`src/rtl/regfile_access_arbiter.sv`:
```
// Round-robin arbiter sharing one RegisterFile write port and read port A
// between two clients. Optional post-reset zeroing sweep: RF_INIT_SWEEP_EN.
module regfile_access_arbiter #(
  parameter int ADDR_W   = 5,
  parameter int DATA_W   = 32,
  parameter int NUM_REGS = 32
) (
  input  logic              Clk,
  input  logic              Reset,
  input  logic              c0_req,
  input  logic              c0_we,
  input  logic [ADDR_W-1:0] c0_addr,
  input  logic [DATA_W-1:0] c0_wdata,
  output logic              c0_gnt,
  output logic              c0_rvalid,
  output logic [DATA_W-1:0] c0_rdata,
  input  logic              c1_req,
  input  logic              c1_we,
  input  logic [ADDR_W-1:0] c1_addr,
  input  logic [DATA_W-1:0] c1_wdata,
  output logic              c1_gnt,
  output logic              c1_rvalid,
  output logic [DATA_W-1:0] c1_rdata,
  output logic [ADDR_W-1:0] rf_addr_a,
  input  logic [DATA_W-1:0] rf_r_data_a,
  output logic [ADDR_W-1:0] rf_addr_w,
  output logic              rf_write_reg,
  output logic [DATA_W-1:0] rf_w_data,
  output logic              busy
);

  localparam logic [ADDR_W:0] NREGS = (ADDR_W+1)'(NUM_REGS);

  logic              sweep;
  logic [ADDR_W-1:0] sweep_addr;

`ifdef RF_INIT_SWEEP_EN
  localparam logic [ADDR_W-1:0] LAST = ADDR_W'(NUM_REGS - 1);

  typedef enum logic {INIT, SERVE} state_e;
  state_e            state_q;
  logic [ADDR_W-1:0] cnt_q;

  always_ff @(posedge Clk or negedge Reset) begin
    if (!Reset) begin
      state_q <= INIT;
      cnt_q   <= ADDR_W'(1);
    end else if (state_q == INIT) begin
      if (cnt_q == LAST) state_q <= SERVE;
      cnt_q <= cnt_q + 1'b1;
    end
  end

  // Gated by Reset so nothing is written while reset is held
  assign sweep      = Reset && (state_q == INIT);
  assign sweep_addr = cnt_q;
  assign busy       = (state_q == INIT);
`else
  assign sweep      = 1'b0;
  assign sweep_addr = '0;
  assign busy       = 1'b0;
`endif

  logic              ptr_q;
  logic              serve;
  logic              gnt;
  logic              we_s;
  logic              wr_ok;
  logic [ADDR_W-1:0] addr_s;
  logic [DATA_W-1:0] wdata_s;
  logic              rv0_q, rv1_q;
  logic [DATA_W-1:0] rd0_q, rd1_q;

  assign serve  = Reset && !sweep;
  assign c0_gnt = serve && c0_req && (!c1_req || !ptr_q);
  assign c1_gnt = serve && c1_req && (!c0_req || ptr_q);
  assign gnt    = c0_gnt || c1_gnt;

  assign we_s    = c1_gnt ? c1_we    : c0_we;
  assign addr_s  = c1_gnt ? c1_addr  : c0_addr;
  assign wdata_s = c1_gnt ? c1_wdata : c0_wdata;

  // R0 is hard zero; addresses past the file are dropped too
  assign wr_ok = (addr_s != '0) && ({1'b0, addr_s} < NREGS);

  always_comb begin
    rf_addr_a    = '0;
    rf_addr_w    = '0;
    rf_w_data    = '0;
    rf_write_reg = 1'b0;
    if (sweep) begin
      rf_addr_w    = sweep_addr;
      rf_write_reg = 1'b1;
    end else if (gnt && we_s) begin
      rf_addr_w    = addr_s;
      rf_w_data    = wdata_s;
      rf_write_reg = wr_ok;
    end else if (gnt) begin
      rf_addr_a = addr_s;
    end
  end

  always_ff @(posedge Clk or negedge Reset) begin
    if (!Reset) begin
      ptr_q <= 1'b0;
      rv0_q <= 1'b0;
      rv1_q <= 1'b0;
      rd0_q <= '0;
      rd1_q <= '0;
    end else begin
      if (c0_gnt)      ptr_q <= 1'b1;
      else if (c1_gnt) ptr_q <= 1'b0;
      rv0_q <= c0_gnt && !c0_we;
      rv1_q <= c1_gnt && !c1_we;
      if (c0_gnt && !c0_we) rd0_q <= rf_r_data_a;
      if (c1_gnt && !c1_we) rd1_q <= rf_r_data_a;
    end
  end

  assign c0_rvalid = rv0_q;
  assign c1_rvalid = rv1_q;
  assign c0_rdata  = rd0_q;
  assign c1_rdata  = rd1_q;

endmodule

```
`config.mk`:
```
export PLATFORM = sky130hd
export DESIGN_NAME = regfile_access_arbiter
export DESIGN_NICKNAME = d
export VERILOG_FILES = /design/src/rtl/regfile_access_arbiter.sv
export SDC_FILE = /design/constraint.sdc
export NUM_CORES = 1
export LEC_CHECK = 0
export CAP_MARGIN = 15
export CORE_MARGIN = 3
export CORE_UTILIZATION = 30
export DETAILED_ROUTE_END_ITERATION = 8
export GPL_ROUTABILITY_DRIVEN = 0
export PLACE_DENSITY = 0.84
export REMOVE_ABC_BUFFERS = 1
export SLEW_MARGIN = 25
export SYNTH_ARGS = -nofsm -noshare
export SYNTH_HDL_FRONTEND = slang
export SYNTH_SLANG_ARGS = --single-unit
```
`constraint.sdc`:
```
create_clock -name Clk -period 1.74 [get_ports Clk]
set_clock_uncertainty 0.2 [all_clocks]
set_input_delay 0.348 -clock Clk [delete_from_list [all_inputs] [get_ports Clk]]
set_output_delay 0.348 -clock Clk [all_outputs]
set_load 0.02 [all_outputs]
```
==> results of run 1 <==
==> what timing repair did <==
item	in CTS	in global routing
endpoints found under the hold margin	1	0
setup endpoints to repair	176	110
pin swaps	30	9
hold buffers	1	0
setup buffers	4	2
resized for setup	393	23
cloned	8	4
==> worst reg2reg max path, cell delays in order (launching register included) <==
cell and delay, ps:
dfrtp_2 420, nor2b_4 70, buf_12 150, buf_16 140, buf_6 120, buf_6 110, nor3_4 190, buf_8 200
buf_16 170, mux2_4 310
==> state kept, by name (all words and copies together) (netlist names) <==
register   flops
c0_rvalid      1
ptr_q          1
c0_rdata      32
c1_rdata      32
c1_rvalid      1
==> power groups by stage <==
stage                     clock network (mW)  registers (mW)  logic, mW
after global routing                    1.91            2.20       2.74
after CTS                               1.86            2.15       2.56
final                                   1.81            2.15       2.61
after global placement                     0            2.14       2.51
after floorplan                            0            2.63      0.620
after detailed placement                   0            2.18       2.55
==> logic make-up (layout without fill, tap and decap cells) <==
kind of cell	count (synthesis)	count (layout)	share of synthesized area
compound gates	86	86	0.164
mux	64	64	0.213
buf+inv	34	280	0.0491
simple gates	49	49	0.0783
other cells	1	1	0.00111
flops	67	67	0.495
==> final timing paths <==
path / endpoint / slack (ps) / depth (start not counted)
max: rf_write_reg / -700 / 7
max in group asynchronous: c1_rdata[13]$_DFFE_PN0P_ / 570 / 3
min: c0_rdata[0]$_DFFE_PN0P_ / 200 / 3
max reg2reg: c1_rdata[24]$_DFFE_PN0P_ / -450 / 9
min in group Clk: c0_rdata[29]$_DFFE_PN0P_ / 300 / 1
min reg2reg: c0_rdata[29]$_DFFE_PN0P_ / 300 / 1
==> cell usage in the layout (no fill, tap or decap), types with 2 or more instances in the layout <==
| cell type | n |
|---|---|
| mux2_2 | 32 |
| o21ai_0 | 16 |
| nand3_2 | 3 |
| mux2_4 | 32 |
| buf_4 | 31 |
| a211oi_1 | 30 |
| nand2_1 | 3 |
| or4_1 | 2 |
| dlygate4sd2_1 | 68 |
| clkbuf_16 | 12 |
| dfrtp_1 | 66 |
| clkinv_4 | 2 |
| o21ai_1 | 18 |
| a211oi_2 | 13 |
| buf_6 | 9 |
| clkdlybuf4s50_1 | 106 |
| nand3_1 | 34 |
| buf_2 | 22 |
| o21ai_2 | 4 |
| buf_16 | 7 |
| clkdlybuf4s15_2 | 2 |
| buf_12 | 9 |
| clkinvlp_4 | 2 |
| inv_1 | 2 |
==> metal layers <==
layer,up-vias,track usage,share of wire
met1,1817,0.244,0.37
li1,1616,-,-
met2,250,0.357,0.49
met3,26,0.0841,0.11
met4,0,0.0753,0.025
met5,-,0,0
==> cell type report <==
type / instances / area, sq um
clock inverters: 5 / 62.6
inverters: 3 / 11.3
repair buffers: 261 / 2610
flip-flops and latches: 67 / 1680
fillers: 897 / 4320
clock buffers: 11 / 243
multi-input cells: 200 / 1830
well taps: 140 / 175
==> per-stage QoR <==
stage / setup WS (ps) / area [sq um]
3_5_place_dp: -1280 / 5900
3_3_place_gp: -1250 / 5900
6_report: -702 / 6610
5_1_grt: -765 / 6610
4_1_cts: -628 / 6450
2_1_floorplan: -1960 / 3230
==> results.toml, run 1 <==
[timing]
rsz0062_at_grt = "yes"
maxSlewViolCount = 0
worst_slack_ps = -702
worstMarginPinSlew_ps = 844
fin_tns_setup_ps = -40230
setup_viol = 110
slew_headroom = 0.437
clock.fmax_mhz = 409
hold_viol = 0
whs_ps = 202
fin_crit_sh = 1.40
period_minus_slack_ps = 2440

[drt]
via_per_inst = 5.40
final_antenna_net_count = 0
drcViolationCount = 0
wire_per_inst_um = 20.8
drtIter0Drc = 461
vias = 3709
wl_mm = 14.3
drt-pass1-iter-count = 5

[critical_path]
crit_arrival_ps = 1890
cpLargestDelayFamily = "buffers and inverters"
worst-path-buf-inv = 4
worst-path-max-fanout = 4
critPathLaunch = "ptr_q$_DFFE_PN0N_"
timing.rr.start = "ptr_q$_DFFE_PN0N_"
critPathMaxStageDelay_ps = 450
cp-start-kind = "flop"
slowest_stage = "dfrtp_2"
cp-end-kind = "output pin"
required_ps = 1190
crit_type = "reg2out"
path_cells = "nor2b_4 > buf_12 > buf_16 > buf_6 > nor4_2 > nor4_1 > buf_2"

[yosys]
netlist_instances = 301
syn-cell-area_sq_um = 3390
ys_ff_latch = 67
synth_cell_types = 24
synth.top_cell.area_share = 0.495
avgSynthCellArea_sq_um = 11.3
synth_edf_count = 0
yosysWarnings = 0
synth_flop_cell = "dfrtp_1"
synth_top_cell_by_area = "dfrtp_1"
synthArstFlopShare = 1.00
yosysMostFrequentCell = "dfrtp_1"
ys_seq_area_frac = 0.495
synth_area_leaders = "dfrtp_1, mux2_2, a211oi_1"
yosys-top-cells-count = "dfrtp_1, mux2_2, a211oi_1, o21ai_0, nand3_1"

[global_route]
grt_usage = 0.212
grt_pass1_vias = 3895
grt_overflow = 0
antenna_found_initial = 0
grt_pass1_wl_mm = 21.4
grt_max_degree = 67

[finish]
final_util = 0.605
area_delta_synth_final_pct = 95.1
nets = 654
diodes = 0
drive_above_1_share = 0.356
finalNonFillerCells = 687

[cts]
htree_levels = 3
clk_path_buf_depth = 2
cts_root_buffer = "clkbuf_16"
clk_latency_ps = 320
clk_pin_slew_ps = 50
tritoncts = "done"
cts-buffers-inserted = 9
clock_sinks = 67

[status]
status = "finished with violations"
violations = "setup timing"

[die]
die_h_um = 112
core_area_sq_um = 10900
start_util = 0.310
io_pins = 224
design.die.area_sq_um = 12600
dieWidth_um = 112
num_rows = 38

[placement]
port_buffers = 222
dp_cells = 653
dp_hpwl_mm = 9.06

[pwr]
intPower_mw = 4.39
pwr-share-seq = 0.328
max-vdd-ir-drop_mv = 0.867
clkPwrFrac = 0.275
p_sw_mw = 2.17
p_per_area_nw_per_um2 = 992
sw_frac_of_total = 0.331
p_comb_frac = 0.397
p_leak_nw = 2.82
total_power_mw = 6.56

[job]
maxCapViolCount = 0

[min_path]
hp-class = "in2async"
No activity file was read; power rests on OpenSTA's default activity.
==> inputs of run 2 (changes only) <==
--- a/config.mk
+++ b/config.mk
@@ -5,6 +5,7 @@
 export SDC_FILE = /design/constraint.sdc
 export NUM_CORES = 1
 export LEC_CHECK = 0
+export ABC_CLOCK_PERIOD_IN_PS = 1740
 export CAP_MARGIN = 15
 export CORE_MARGIN = 3
 export CORE_UTILIZATION = 30
@@ -12,6 +13,7 @@
 export GPL_ROUTABILITY_DRIVEN = 0
 export PLACE_DENSITY = 0.84
 export REMOVE_ABC_BUFFERS = 1
+export SETUP_SLACK_MARGIN = 0.1
 export SLEW_MARGIN = 25
 export SYNTH_ARGS = -nofsm -noshare
 export SYNTH_HDL_FRONTEND = slang
==> run 2 against run 1 <==
Compared with the run above: the flow still finishes with violations (setup timing); non-clock buffer count did not move; sequential power barely moved; hold slack got worse by 9.1 ps; routed wire length barely moved; clock-buffer cell count did not move; combinational power barely moved; via count fell by 0.22%; register-to-register slack barely moved.
==> results.toml, run 2 (same netlist as run 1, synthesis figures left out) <==
[pwr]
p_leak_nw = 2.83
max-vdd-ir-drop_mv = 0.868
p_per_area_nw_per_um2 = 992
total_power_mw = 6.56

[placement]
dp_hpwl_mm = 9.06
pre_cts_ws_ps = -1280
placed_cell_area_sq_um = 5900
port_buffers = 222

[timing]
maxSlewViolCount = 0
rsz0062_at_grt = "yes"
setup_viol = 110
clock.fmax_mhz = 410
worst_slack_ps = -700
worstMarginPinSlew_ps = 839
fin_crit_sh = 1.40
slew_headroom = 0.440
fin_tns_setup_ps = -40050
hold_viol = 0
period_minus_slack_ps = 2440
whs_ps = 193

[cts]
clk_latency_ps = 320
cts-buffers-inserted = 9
cts_root_buffer = "clkbuf_16"
htree_levels = 3
tritoncts = "done"
clock_sinks = 67
clk_pin_slew_ps = 50
clk_path_buf_depth = 2

[die]
core_area_sq_um = 10900
dieWidth_um = 112
num_rows = 38
design.die.area_sq_um = 12600
io_pins = 224
start_util = 0.310
die_h_um = 112

[finish]
layout_commonest_cell = "clkdlybuf4s50_1"
diodes = 0
area_delta_synth_final_pct = 95.2
fillers = 897
multi_input_area_sq_um = 1830
final_cell_mix = "clkdlybuf4s50_1, dlygate4sd2_1, dfrtp_1, nand3_1"
nets = 654
seq_area_sq_um = 1680
design_area_sq_um = 6620
drive_above_1_share = 0.356

[critical_path]
crit_type = "reg2out"
cp-start-kind = "flop"
crit_arrival_ps = 1890
critPathMaxStageDelay_ps = 450
worst-path-max-fanout = 4
required_ps = 1190
slowest_stage = "dfrtp_2"
cp-end-kind = "output pin"
path_cells = "nor2b_4 > buf_12 > buf_16 > buf_6 > nor4_2 > nor4_1 > buf_2"

[job]
maxCapViolCount = 0

[global_route]
grt_pass1_vias = 3895
grt_max_degree = 67
grt_pass1_wl_mm = 21.4
grt_overflow = 0
antenna_found_initial = 0
grt_usage = 0.212

[drt]
final_antenna_net_count = 0
vias = 3701
drt-pass1-iter-count = 5
drtIter0Drc = 456
wire_per_inst_um = 20.8
via_per_inst = 5.39
drcViolationCount = 0
wl_mm = 14.3

[status]
status = "finished with violations"
violations = "setup timing"

[min_path]
hp-class = "in2async"
## run 2: routing by layer
metal / vias to the layer above / GRT usage / routed length, um
met5: - / 0 / 0
met4: 0 / 0.0753 / 327
met3: 26 / 0.0841 / 1540
met2: 248 / 0.357 / 7120
met1: 1812 / 0.244 / 5300
li1: 1615 / - / -
## run 2: area by class of cell
type                       instances  share of cell area
clock buffer                      11              0.0367
tap                              140              0.0265
sequential                        67               0.254
multi-input combinational        200               0.277
timing repair buffer             261               0.395
clock inverter                     5             0.00946
inverter                           3             0.00170
## run 2: final timing paths
kind                                               start                        to  cells past startpoint  slack [ps]
worst min-delay path                               Reset   c0_rdata[0]$_DFFE_PN0P_                      3         190
max in group asynchronous                          Reset  c1_rdata[13]$_DFFE_PN0P_                      3         570
worst max-delay path                   ptr_q$_DFFE_PN0N_              rf_write_reg                      7        -700
worst max register to register         ptr_q$_DFFE_PN0N_  c1_rdata[24]$_DFFE_PN0P_                      9        -450
min in group Clk                c0_rdata[29]$_DFFE_PN0P_  c0_rdata[29]$_DFFE_PN0P_                      1         300
worst min register to register  c0_rdata[29]$_DFFE_PN0P_  c0_rdata[29]$_DFFE_PN0P_                      1         300
## run 2: metrics by stage
stage | instances | util
finish | 687 | 0.605
global route | 687 | 0.605
CTS | 682 | 0.590
detailed placement | 653 | 0.539
global placement | 653 | 0.539
floorplan | 270 | -
## run 2: worst max-delay path, delay by kind of cell, from the launching register on
kind | cells | cell delay [ps]
buffers and inverters | 4 | 620
and+or+nand+nor | 3 | 500
DFF | 1 | 450
## run 2: what timing repair did
item                       in CTS  in global routing
setup endpoints to repair     176                111
setup buffers                   4                  2
pin swaps                      30                  9
gates cloned                    8                  4
gates resized for setup       392                 24
hold endpoints to repair        1                  0
hold buffers                    1                  0
## run 2: power by group
group	internal, mW	leakage [nW]	switching (mW)
combinational	1.30	1.89	1.31
sequential	1.94	0.798	0.206
clock	1.15	0.142	0.655
total	4.39	2.83	2.17
==> inputs of run 3 (changes only) <==
--- a/config.mk
+++ b/config.mk
@@ -6,7 +6,6 @@
 export NUM_CORES = 1
 export LEC_CHECK = 0
 export ABC_CLOCK_PERIOD_IN_PS = 1740
-export CAP_MARGIN = 15
 export CORE_MARGIN = 3
 export CORE_UTILIZATION = 30
 export DETAILED_ROUTE_END_ITERATION = 8
==> results of run 3 <==
Same layout as run 2: the final DEF is identical, and so are final timing and power.
